`config.mk`:
```
export PLATFORM = sky130hd
export DESIGN_NAME = cpu_run_controller
export DESIGN_NICKNAME = d
export VERILOG_FILES = /design/src/rtl/cpu_run_controller.sv
export SDC_FILE = /design/constraint.sdc
export NUM_CORES = 1
export LEC_CHECK = 0
export BUFFER_PORTS_ARGS = -buffer_cell sky130_fd_sc_hd__buf_4
export CAP_MARGIN = 30
export CORE_UTILIZATION = 36
export CTS_CLUSTER_DIAMETER = 120
export DETAILED_ROUTE_END_ITERATION = 16
export PLACE_DENSITY = 0.57
export SETUP_SLACK_MARGIN = 0.5
export SYNTH_ARGS = -nofsm -noshare
export SYNTH_HDL_FRONTEND = slang
export SYNTH_SLANG_ARGS = --single-unit
```
`constraint.sdc`:
```
create_clock -name clk -period 2.6 [get_ports clk]
set_input_delay 0.13 -clock clk [delete_from_list [all_inputs] [get_ports clk]]
set_output_delay 0.13 -clock clk [all_outputs]
set_load 0.02 [all_outputs]
```
`src/rtl/cpu_run_controller.sv`:
```
`default_nettype none
// ============================================================================
// Module      : cpu_run_controller
// Description : Gates the processor clock enable for HALT/STEP/RUN/RUN_N host
//               commands, stops on a PC breakpoint, counts retired instructions.
// Revision    : 1.0 - initial release
// ============================================================================
module cpu_run_controller #(
    parameter int PC_W     = 32,
    parameter int CNT_W    = 16,
    parameter int RETIRE_W = 32
) (
    input  logic                clk,
    input  logic                rst_n,
    input  logic                cmd_valid_i,
    output logic                cmd_ready_o,
    input  logic [1:0]          cmd_op_i,
    input  logic [CNT_W-1:0]    cmd_count_i,
    input  logic                bp_en_i,
    input  logic [PC_W-1:0]     bp_addr_i,
    input  logic [PC_W-1:0]     pc_i,
    output logic                cpu_en_o,
    output logic                halted_o,
    output logic                done_o,
    output logic [1:0]          halt_cause_o,
    output logic [RETIRE_W-1:0] retire_cnt_o
);

    typedef enum logic [1:0] {
        ST_HALTED = 2'd0,
        ST_RUN    = 2'd1,
        ST_RUN_N  = 2'd2
    } state_t;

    localparam logic [1:0] c_OP_HALT  = 2'd0;
    localparam logic [1:0] c_OP_STEP  = 2'd1;
    localparam logic [1:0] c_OP_RUN   = 2'd2;
    localparam logic [1:0] c_OP_RUN_N = 2'd3;

    localparam logic [1:0] c_CAUSE_HOST  = 2'd0;
    localparam logic [1:0] c_CAUSE_COUNT = 2'd1;
    localparam logic [1:0] c_CAUSE_BP    = 2'd2;

    state_t              state_q, state_d;
    logic [CNT_W-1:0]    remaining_q, remaining_d;
    logic                bp_skip_q, bp_skip_d;
    logic [RETIRE_W-1:0] retire_q, retire_d;
    logic [1:0]          cause_q, cause_d;
    logic                done_q, done_d;

    logic w_running;
    logic w_bp_hit;
    logic w_cpu_en;
    logic w_accept;
    logic w_last_cycle;

    assign w_running    = (state_q != ST_HALTED);
    // bp_skip lets a run resumed on the breakpoint PC execute that instruction once.
    assign w_bp_hit     = w_running & bp_en_i & (pc_i == bp_addr_i) & ~bp_skip_q;
    assign w_cpu_en     = w_running & ~w_bp_hit;
    assign cmd_ready_o  = ~w_running | (cmd_op_i == c_OP_HALT);
    assign w_accept     = cmd_valid_i & cmd_ready_o;
    assign w_last_cycle = (state_q == ST_RUN_N) & w_cpu_en & (remaining_q == CNT_W'(1));

    always_ff @(posedge clk or negedge rst_n) begin
        if (!rst_n) begin
            state_q     <= ST_HALTED;
            remaining_q <= '0;
            bp_skip_q   <= 1'b0;
            retire_q    <= '0;
            cause_q     <= c_CAUSE_HOST;
            done_q      <= 1'b0;
        end else begin
            state_q     <= state_d;
            remaining_q <= remaining_d;
            bp_skip_q   <= bp_skip_d;
            retire_q    <= retire_d;
            cause_q     <= cause_d;
            done_q      <= done_d;
        end
    end

    always_comb begin
        state_d     = state_q;
        remaining_d = remaining_q;
        bp_skip_d   = bp_skip_q;
        retire_d    = retire_q;
        cause_d     = cause_q;
        done_d      = 1'b0;

        if (w_cpu_en) begin
            retire_d  = retire_q + RETIRE_W'(1);
            bp_skip_d = 1'b0;
        end

        case (state_q)
            ST_HALTED: begin
                if (w_accept) begin
                    case (cmd_op_i)
                        c_OP_STEP: begin
                            state_d     = ST_RUN_N;
                            remaining_d = CNT_W'(1);
                            bp_skip_d   = 1'b1;
                        end
                        c_OP_RUN: begin
                            state_d   = ST_RUN;
                            bp_skip_d = 1'b1;
                        end
                        c_OP_RUN_N: begin
                            if (cmd_count_i == '0) begin
                                done_d  = 1'b1;
                                cause_d = c_CAUSE_COUNT;
                            end else begin
                                state_d     = ST_RUN_N;
                                remaining_d = cmd_count_i;
                                bp_skip_d   = 1'b1;
                            end
                        end
                        default: ;
                    endcase
                end
            end
            default: begin
                if ((state_q == ST_RUN_N) && w_cpu_en) begin
                    remaining_d = remaining_q - CNT_W'(1);
                end
                // Cause priority when halt events coincide: breakpoint, count, host.
                if (w_bp_hit) begin
                    state_d = ST_HALTED;
                    cause_d = c_CAUSE_BP;
                    done_d  = 1'b1;
                end else if (w_last_cycle) begin
                    state_d = ST_HALTED;
                    cause_d = c_CAUSE_COUNT;
                    done_d  = 1'b1;
                end else if (w_accept && (cmd_op_i == c_OP_HALT)) begin
                    state_d = ST_HALTED;
                    cause_d = c_CAUSE_HOST;
                    done_d  = 1'b1;
                end
            end
        endcase
    end

    assign cpu_en_o     = w_cpu_en;
    assign halted_o     = ~w_running;
    assign done_o       = done_q;
    assign halt_cause_o = cause_q;
    assign retire_cnt_o = retire_q;

endmodule
`default_nettype wire

```
-- Word-level counts from Yosys, hierarchy flattened
Index checks and enable logic that the tools add are counted.
- add/sub/neg operators: 2
- eq/ne operators: 12
- muxes and demuxes: 30
- bitwise logic cells: 11
- reduce and logical (&&, ||, !) cells: 12
- operator list (kind ; count):
    16-bit two-way mux ; 4
    32-bit by 1-bit adder with 32-bit output, second input constant ; 1
    32-bit == test ; 1
    16-bit one-hot mux with 2 select lines ; 1
    2-bit two-way mux ; 12
    16-bit by 1-bit == test with 1-bit output, second input constant ; 1
    16-bit logical NOT ; 1
    16-bit by 1-bit subtractor with 16-bit output, second input constant ; 1
    4-bit AND reduction ; 3
    1-bit two-way mux ; 11
    1-bit AND ; 7
    2-bit == test, second input constant ; 3
    2-bit one-hot mux with 3 select lines ; 1
    2-bit logical NOT ; 2
    2-bit inequality test, second input constant ; 2
    4-bit by 1-bit inequality test with 1-bit output, second input constant ; 1
    2-bit nonzero test ; 2
    4-bit nonzero test ; 1
    3-bit by 1-bit inequality test with 1-bit output, second input constant ; 1
    3-bit inequality test, second input constant ; 1
    1-bit inverter ; 3
    2-bit by 1-bit == test with 1-bit output, second input constant ; 1
    1-bit logical AND ; 2
    2-bit by 1-bit inequality test with 1-bit output, second input constant ; 1
    3 further kinds ; 3
- register bits after elaboration: 54
- bits of input ports: 86
- output and inout port bits: 38
- word-level logic and storage cells: 73

-- Depth between registers and ports, before layout
Gate-level depths: netlist of run 1.
- depth in word-level cells: 11
- depth in mapped cells: 11

-- Least setup slack after synthesis of run 1
Ideal clock, no wire load.
- kind: reg2reg
- from: register remaining_q[5]
- to: register remaining_q[13]
- library setup time: 0.125 ns
- arrival time: 2.208 ns
- required time: 2.475 ns
- slack: 0.267 ns
- cell stages (with the launch flop): 8
- path buffers: 2
- clock period less this slack: 2.333 ns
- cell sequence: dfrtp_1 > or2_2 > clkbuf_1 > or4_1 > clkbuf_1 > o311a_1 > a221o_1 > mux2_2
- cells in the longest elaborated chain, start to end: 3
- RTL lines (item ; RTL line ; source):
    start: declaration ; 45 ; logic [CNT_W-1:0] remaining_q, remaining_d;
    start signal: assignment ; 75 ; remaining_q <= remaining_d;
    16-bit by 1-bit subtractor with 16-bit output ; 125 ; remaining_d = remaining_q - CNT_W'(1);
    16-bit two-way mux ; 124 ; if ((state_q == ST_RUN_N) && w_cpu_en) begin
    16-bit two-way mux ; 96 ; case (state_q)
No other way between the ends. The select of a mux whose other input is x is not followed.
A chain may end at the register's enable or synchronous reset.

-- Worst setup path after layout of run 1
- from: register remaining_q[4]
- to: register remaining_q[13]
The elaborated chain is that of the path after synthesis.

==> impl_metrics.csv, run 1 <==
group,metric,value,unit
outcome,outcome,"finished, final reports clean",
detailed_routing,wl_per_cell,16.1,um
worst_hold_path,hold_path_class,"input pin to flip-flop",
floorplanning,die_w,101,um
clock_network,htree_levels,2,
sta,worst_pin_slew,0.695,ns
sta,clock_skew,0.0170,ns
power_and_ir_drop,peakVddDrop,0.500,mV
synthesis,synth_seq_cells,54,
global_route,antenna_found_initial,0,
floorplanning,core.rowCount,35,
floorplanning,dieArea,0.0103,mm^2
detailed_routing,drc_errors,0,
synthesis,ys.flop_type,"dfrtp_1",
cells_and_area,areaGrowthSynthToFinish,46.0,%
worst_setup_path,start_kind,"flip-flop",
cells_and_area,layout.cells.most_common_list,"152 x buf_4, 52 x dfrtp_1, 47 x xor2_1",
placement,dp_slack,0.160,ns
clock_network,cts_root_buf,"clkbuf_8",
worst_setup_path,path_cells,"or3_4, or4_4, o311a_1, a221o_1, mux2_2",
clock_network,cts.path.max_buffers,2,
worst_setup_path,crit_buf_inv,0,
cells_and_area,layout_commonest_cell,"buf_4",
power_and_ir_drop,p_per_area,757,mW/mm^2
sta,fmax,451,MHz
placement,io_buffers,123,
synthesis,synth_seq_area_share,37.9,%
synthesis,async_flop_share,100,%
worst_hold_path,min_path_cells,2,
cells_and_area,nets,629,
power_and_ir_drop,power.leakage,2.24,nW
worst_setup_path,r2r_setup_slack,0.38,ns
floorplanning,dieHeight,101,um
global_route,grt_usage,21.2,%
power_and_ir_drop,p_int,0.00222,W
synthesis,synth_cells,390,
sta,period_share,85.2,%
detailed_routing,final_antenna_net_count,0,
clock_network,clock_latency,0.32,ns
worst_setup_path,timing.rr.end,"remaining_q[13]",
global_route,grt_pass1_wl,17100,um
cells_and_area,multi_input_area,0.00228,mm^2
synthesis,synth.avg_cell_area,9.13,um^2
global_route,grt_max_degree,55,
floorplanning,coreArea,0.00942,mm^2
power_and_ir_drop,pwr-share-clk,13.3,%
detailed_routing,via_count,3648,
detailed_routing,drt_iter0_markers,171,
sta,setup_tns,0,ns
power_and_ir_drop,p_sw,0.00172,W
power_and_ir_drop,switching_share,43.7,%
synthesis,synth_cell_types,45,
worst_setup_path,cp_max_fo,6,
worst_hold_path,whs_endpoint,"bp_skip_q",
cells_and_area,ff_latch_area,0.00135,mm^2
placement,place_congestion,0.880,
worst_setup_path,end_kind,"flip-flop",
worst_setup_path,r2r-start,"remaining_q[4]",
worst_setup_path,cpPeakStageDelay,0.49,ns
worst_setup_path,crit_arrival,2.44,ns
cells_and_area,drive_gt1_share,39.5,%
placement,dp_cells,639,
worst_setup_path,path_class,"flip-flop to flip-flop",
global_route,grt_pass1_vias,3593,
power_and_ir_drop,combPwrFrac,54.5,%
worst_setup_path,critPathRequiredTime,2.82,ns
power_and_ir_drop,p_seq_share,32.2,%
global_route,gr-total-overflow,0,
worst_hold_path,hp-start,"cmd_valid_i",
synthesis,syn_area,0.00356,mm^2
clock_network,cts.sinks,54,
detailed_routing,firstDrtPassIters,4,
placement,dpl.hpwl,7840,um
sta,hold_violations,0,
worst_setup_path,critPathTopFamily,"simple AND/OR/NAND/NOR gates",
detailed_routing,viasPerCell,5.48,
sta,slew_violations,0,
cells_and_area,finalNonFillerCells,666,
floorplanning,initial_utilization,37.8,%
run,maxCapViolCount,0,
sta,period_needed,2.22,ns
cells_and_area,n_antenna_cell,0,
sta,fin_ws,0.384,ns
synthesis,synth_nets,483,
synthesis,synth_edf_count,0,
clock_network,cts_tree,"built",
sta,max_slew_margin,53.7,%
clock_network,cts_buffers,5,
worst_setup_path,rr_worst_depth,5,
synthesis,synth_warnings,0,
detailed_routing,wirelength,10700,um
sta,grt_setup_unrepaired,"true",
floorplanning,boundaryPins,124,
clock_network,path_clk_slew,0.12,ns
sta,setup_viol,0,
cells_and_area,fillers,859,
worst_setup_path,critical-path-slowest-cell,"or4_4",
==> per-stage QoR <==
step                power, W  utilization (%)  hold slack, ns  cell area [um^2]
global route         0.00422             55.3          0.0401              5200
CTS                  0.00380             53.4          0.0210              5030
floorplan            0.00247                -          -0.166              3670
global placement     0.00311             51.0           0.228              4800
detailed placement   0.00313             51.0           0.230              4800
finish               0.00394             55.3          0.0281              5200
==> kinds of logic (layout without fill, tap and decap cells) <==
group	after synthesis	after routing	share of synthesized area, %
AO/OA/AOI/OAI	56	56	11.2
XOR/XNOR	66	66	16.2
adder cells (fa/ha/maj)	7	7	2.46
buffers and inverters	36	183	4.00
flip-flops	54	54	37.9
multiplexers	4	4	1.26
AND/OR/NAND/NOR	167	167	26.9
==> worst reg2reg max path, cell delays in order, from the launching register on <==
cell,delay (ns)
dfrtp_1,0.40
or3_4,0.40
or4_4,0.49
o311a_1,0.32
a221o_1,0.26
mux2_2,0.25
==> what timing repair did <==
| item | CTS | global route |
|---|---|---|
| endpoints found under the setup margin | 41 | 36 |
| hold endpoints to repair | 54 | 0 |
| pin swaps | 1 | 9 |
| cloned | 0 | 1 |
| hold buffers | 1 | 0 |
| gates resized for setup | 12 | 21 |
| setup buffers | 10 | 7 |
==> worst max-delay path by stage <==
stage                   startpoint         endpoint  cells past startpoint
detailed placement    bp_addr_i[3]       state_q[1]                      8
global placement      bp_addr_i[3]  retire_cnt_o[1]                      8
floorplan           remaining_q[5]  remaining_q[13]                      7
CTS                 remaining_q[8]  remaining_q[15]                      6
finish              remaining_q[4]  remaining_q[13]                      5
global route        remaining_q[8]  remaining_q[15]                      6
==> flip-flops by register name, summed over array words and instances (netlist names) <==
signal,flops
retire_cnt_o,32
state_q,2
done_o,1
remaining_q,16
halt_cause_o,2
bp_skip_q,1
==> per-layer routing <==
| metal | vias up | global-route usage (%) | part of all wire [%] |
|---|---|---|---|
| met5 | - | 0 | 0 |
| met3 | 17 | 3.86 | 6.6 |
| met1 | 1765 | 27.7 | 43 |
| li1 | 1730 | - | - |
| met4 | 0 | 7.36 | 1.7 |
| met2 | 136 | 35.4 | 49 |
==> synth_stat cells, types with 5 or more instances <==
master / n / area, um^2
a211oi_1: 6 / 45.0
a21oi_1: 13 / 65.1
a31oi_1: 6 / 37.5
and4_1: 6 / 52.6
clkbuf_1: 14 / 52.6
dfrtp_1: 54 / 1350
ha_1: 7 / 87.6
inv_1: 17 / 63.8
nand2_1: 23 / 86.3
nand3_1: 15 / 75.1
nand4_1: 12 / 75.1
nor2_1: 21 / 78.8
nor3_1: 32 / 160
nor4_1: 20 / 125
nor4b_1: 7 / 61.3
o21ai_0: 7 / 35.0
or3_1: 5 / 31.3
or4_1: 5 / 37.5
xnor2_1: 19 / 166
xor2_1: 47 / 412
==> power by group through the flow <==
| stage | Combinational [W] | Clock (W) | Sequential [W] |
|---|---|---|---|
| after floorplan | 0.00116 | 0 | 0.00131 |
| after global placement | 0.00181 | 0 | 0.00129 |
| after detailed placement | 0.00184 | 0 | 0.00129 |
| after CTS | 0.00201 | 0.000535 | 0.00125 |
| after global routing | 0.00235 | 0.000568 | 0.00129 |
| final | 0.00215 | 0.000522 | 0.00127 |
==> cell type report <==
| class | instances | area share [%] |
|---|---|---|
| multi-input cells | 300 | 43.9 |
| flip-flops and latches | 54 | 26.0 |
| repair buffers | 158 | 23.8 |
| well taps | 129 | 3.10 |
| clock buffers | 5 | 1.32 |
| inverters | 17 | 1.27 |
| clock inverters | 3 | 0.553 |
(Power assumes the default switching activity.)
==> inputs of run 2 (changes only) <==
- clock period: 2.6 -> 2.7 ns (I/O delays scaled with it)
==> run 2 against run 1 <==
  * Utilization is 2.8 points lower
  * Maximum frequency is 0.42% lower
  * Non-clock buffer count is 13 lower
  * Combinational power is 11% lower
  * Clock skew is 0.0049 ns lower
  * Largest cell class unchanged
  * Total power is 8.1% lower
  * Via count is 3.3% lower
  * Clock power is 6.3% lower
  * Register-to-register slack better by 0.09 ns
  * Critical path depth stayed put
==> impl_metrics.csv, run 2 (synthesis gave the netlist of run 1 again) <==
group,metric,value,unit
sta,period_share,82.4,%
cells_and_area,layout.cells.most_common_list,"144 x buf_4, 52 x dfrtp_1, 47 x xor2_1",
floorplanning,die_w,101,um
sta,fin_hold_ws,0.0254,ns
floorplanning,dieHeight,101,um
clock_network,htree_levels,2,
sta,slew_violations,0,
cells_and_area,drive_gt1_share,34.9,%
worst_setup_path,critical-path-slowest-cell,"or4_1",
detailed_routing,wirelength,10500,um
placement,place_congestion,0.815,
cells_and_area,layout_commonest_cell,"buf_4",
sta,fmax,449,MHz
global_route,grtUsageMet1,27.6,%
global_route,grt_max_degree,55,
worst_setup_path,critPathRequiredTime,2.92,ns
outcome,outcome,"finished, final reports clean",
worst_setup_path,start_kind,"flip-flop",
cells_and_area,finalNonFillerCells,653,
floorplanning,core.rowCount,35,
detailed_routing,via_count,3529,
global_route,grt_pass1_vias,3477,
worst_setup_path,crit_arrival,2.44,ns
detailed_routing,firstDrtPassIters,4,
placement,dpl.hpwl,8040,um
worst_hold_path,hold_path_class,"input pin to flip-flop",
power_and_ir_drop,peakVddDrop,0.532,mV
placement,placed_area,0.00468,mm^2
global_route,grtUsageMet3,2.97,%
clock_network,cts.path.max_buffers,2,
global_route,grt_pass1_wl,17200,um
placement,io_buffers,123,
global_route,grtUsageMet2,36.9,%
cells_and_area,fin_area,0.00494,mm^2
sta,period_needed,2.23,ns
placement,dp_cells,636,
sta,setup_tns,0,ns
detailed_routing,drt_iter0_markers,134,
clock_network,path_clk_slew,0.11,ns
worst_setup_path,end_kind,"flip-flop",
global_route,gr-total-overflow,0,
sta,worst_pin_slew,0.713,ns
cells_and_area,nets,616,
cells_and_area,areaGrowthSynthToFinish,38.6,%
floorplanning,coreArea,0.00942,mm^2
run,maxCapViolCount,0,
global_route,antenna_found_initial,0,
placement,dp_slack,0.249,ns
floorplanning,initial_utilization,37.8,%
clock_network,cts.sinks,54,
global_route,grt_usage,21.1,%
clock_network,clock_latency,0.32,ns
sta,grt_setup_unrepaired,"true",
clock_network,cts_buffers,5,
sta,max_slew_margin,52.5,%
sta,clock_skew,0.0121,ns
detailed_routing,viasPerCell,5.40,
cells_and_area,n_antenna_cell,0,
sta,hold_violations,0,
detailed_routing,drc_errors,0,
cells_and_area,largest_reg_flops,32,
worst_setup_path,cp_max_fo,6,
worst_setup_path,crit_buf_inv,0,
worst_setup_path,path_cells,"or4_4, or4_1, nor3_4, nor3_2, o41ai_2",
power_and_ir_drop,p_per_area,733,mW/mm^2
worst_setup_path,path_class,"flip-flop to flip-flop",
worst_setup_path,critPathTopFamily,"simple AND/OR/NAND/NOR gates",
detailed_routing,final_antenna_net_count,0,
sta,setup_viol,0,
floorplanning,dieArea,0.0103,mm^2
detailed_routing,wl_per_cell,16.1,um
clock_network,cts_tree,"built",
sta,fin_ws,0.474,ns
clock_network,cts_root_buf,"clkbuf_8",
worst_setup_path,cpPeakStageDelay,0.58,ns
power_and_ir_drop,power.leakage,2.17,nW
floorplanning,boundaryPins,124,
global_route,top_usage_layer,"met2",
-- run 2: worst paths after layout --
| path | cells past startpoint | slack [ns] | startpoint | to |
|---|---|---|---|---|
| max | 5 | 0.47 | remaining_q[12] | state_q[1] |
| min | 2 | 0.03 | cmd_valid_i | bp_skip_q |
| max reg2reg | 5 | 0.47 | remaining_q[12] | state_q[1] |
| min reg2reg | 1 | 0.48 | retire_cnt_o[31] | retire_cnt_o[31] |
| max in group asynchronous | 2 | 1.78 | rst_n | remaining_q[2] |
| min in group asynchronous | 2 | 0.41 | rst_n | retire_cnt_o[2] |
-- run 2: what timing repair did --
action	in CTS	in global routing
resized for setup	9	10
buffers inserted	2	6
setup endpoints to repair	16	24
hold buffers	1	0
endpoints found under the hold margin	54	0
pin swaps	2	2
-- run 2: metal layers --
metal / vias up / part of all wire (%)
met1: 1703 / 44
met2: 102 / 49
li1: 1712 / -
met3: 12 / 5.0
met4: 0 / 1.1
met5: - / 0
-- run 2: stage by stage --
| step | power (W) | util [%] |
|---|---|---|
| global placement | 0.00295 | 49.7 |
| CTS | 0.00352 | 51.4 |
| detailed placement | 0.00298 | 49.7 |
| floorplan | 0.00234 | - |
| finish | 0.00362 | 52.5 |
| global route | 0.00389 | 52.5 |
-- run 2: final cells by class --
type	count	area [um^2]
fill	917	4480
clock buffer	5	68.8
tap	129	161
multi-input combinational	300	2170
inverter	17	63.8
clock inverter	3	26.3
timing repair buffer	145	1090
sequential	54	1350
-- run 2: report_power, final --
part | switching [W] | total [W] | leakage (nW) | internal (W)
combinational | 0.00107 | 0.00192 | 1.49 | 0.000847
sequential | 0.000206 | 0.00121 | 0.636 | 0.00101
clock | 0.000297 | 0.000489 | 0.0491 | 0.000192
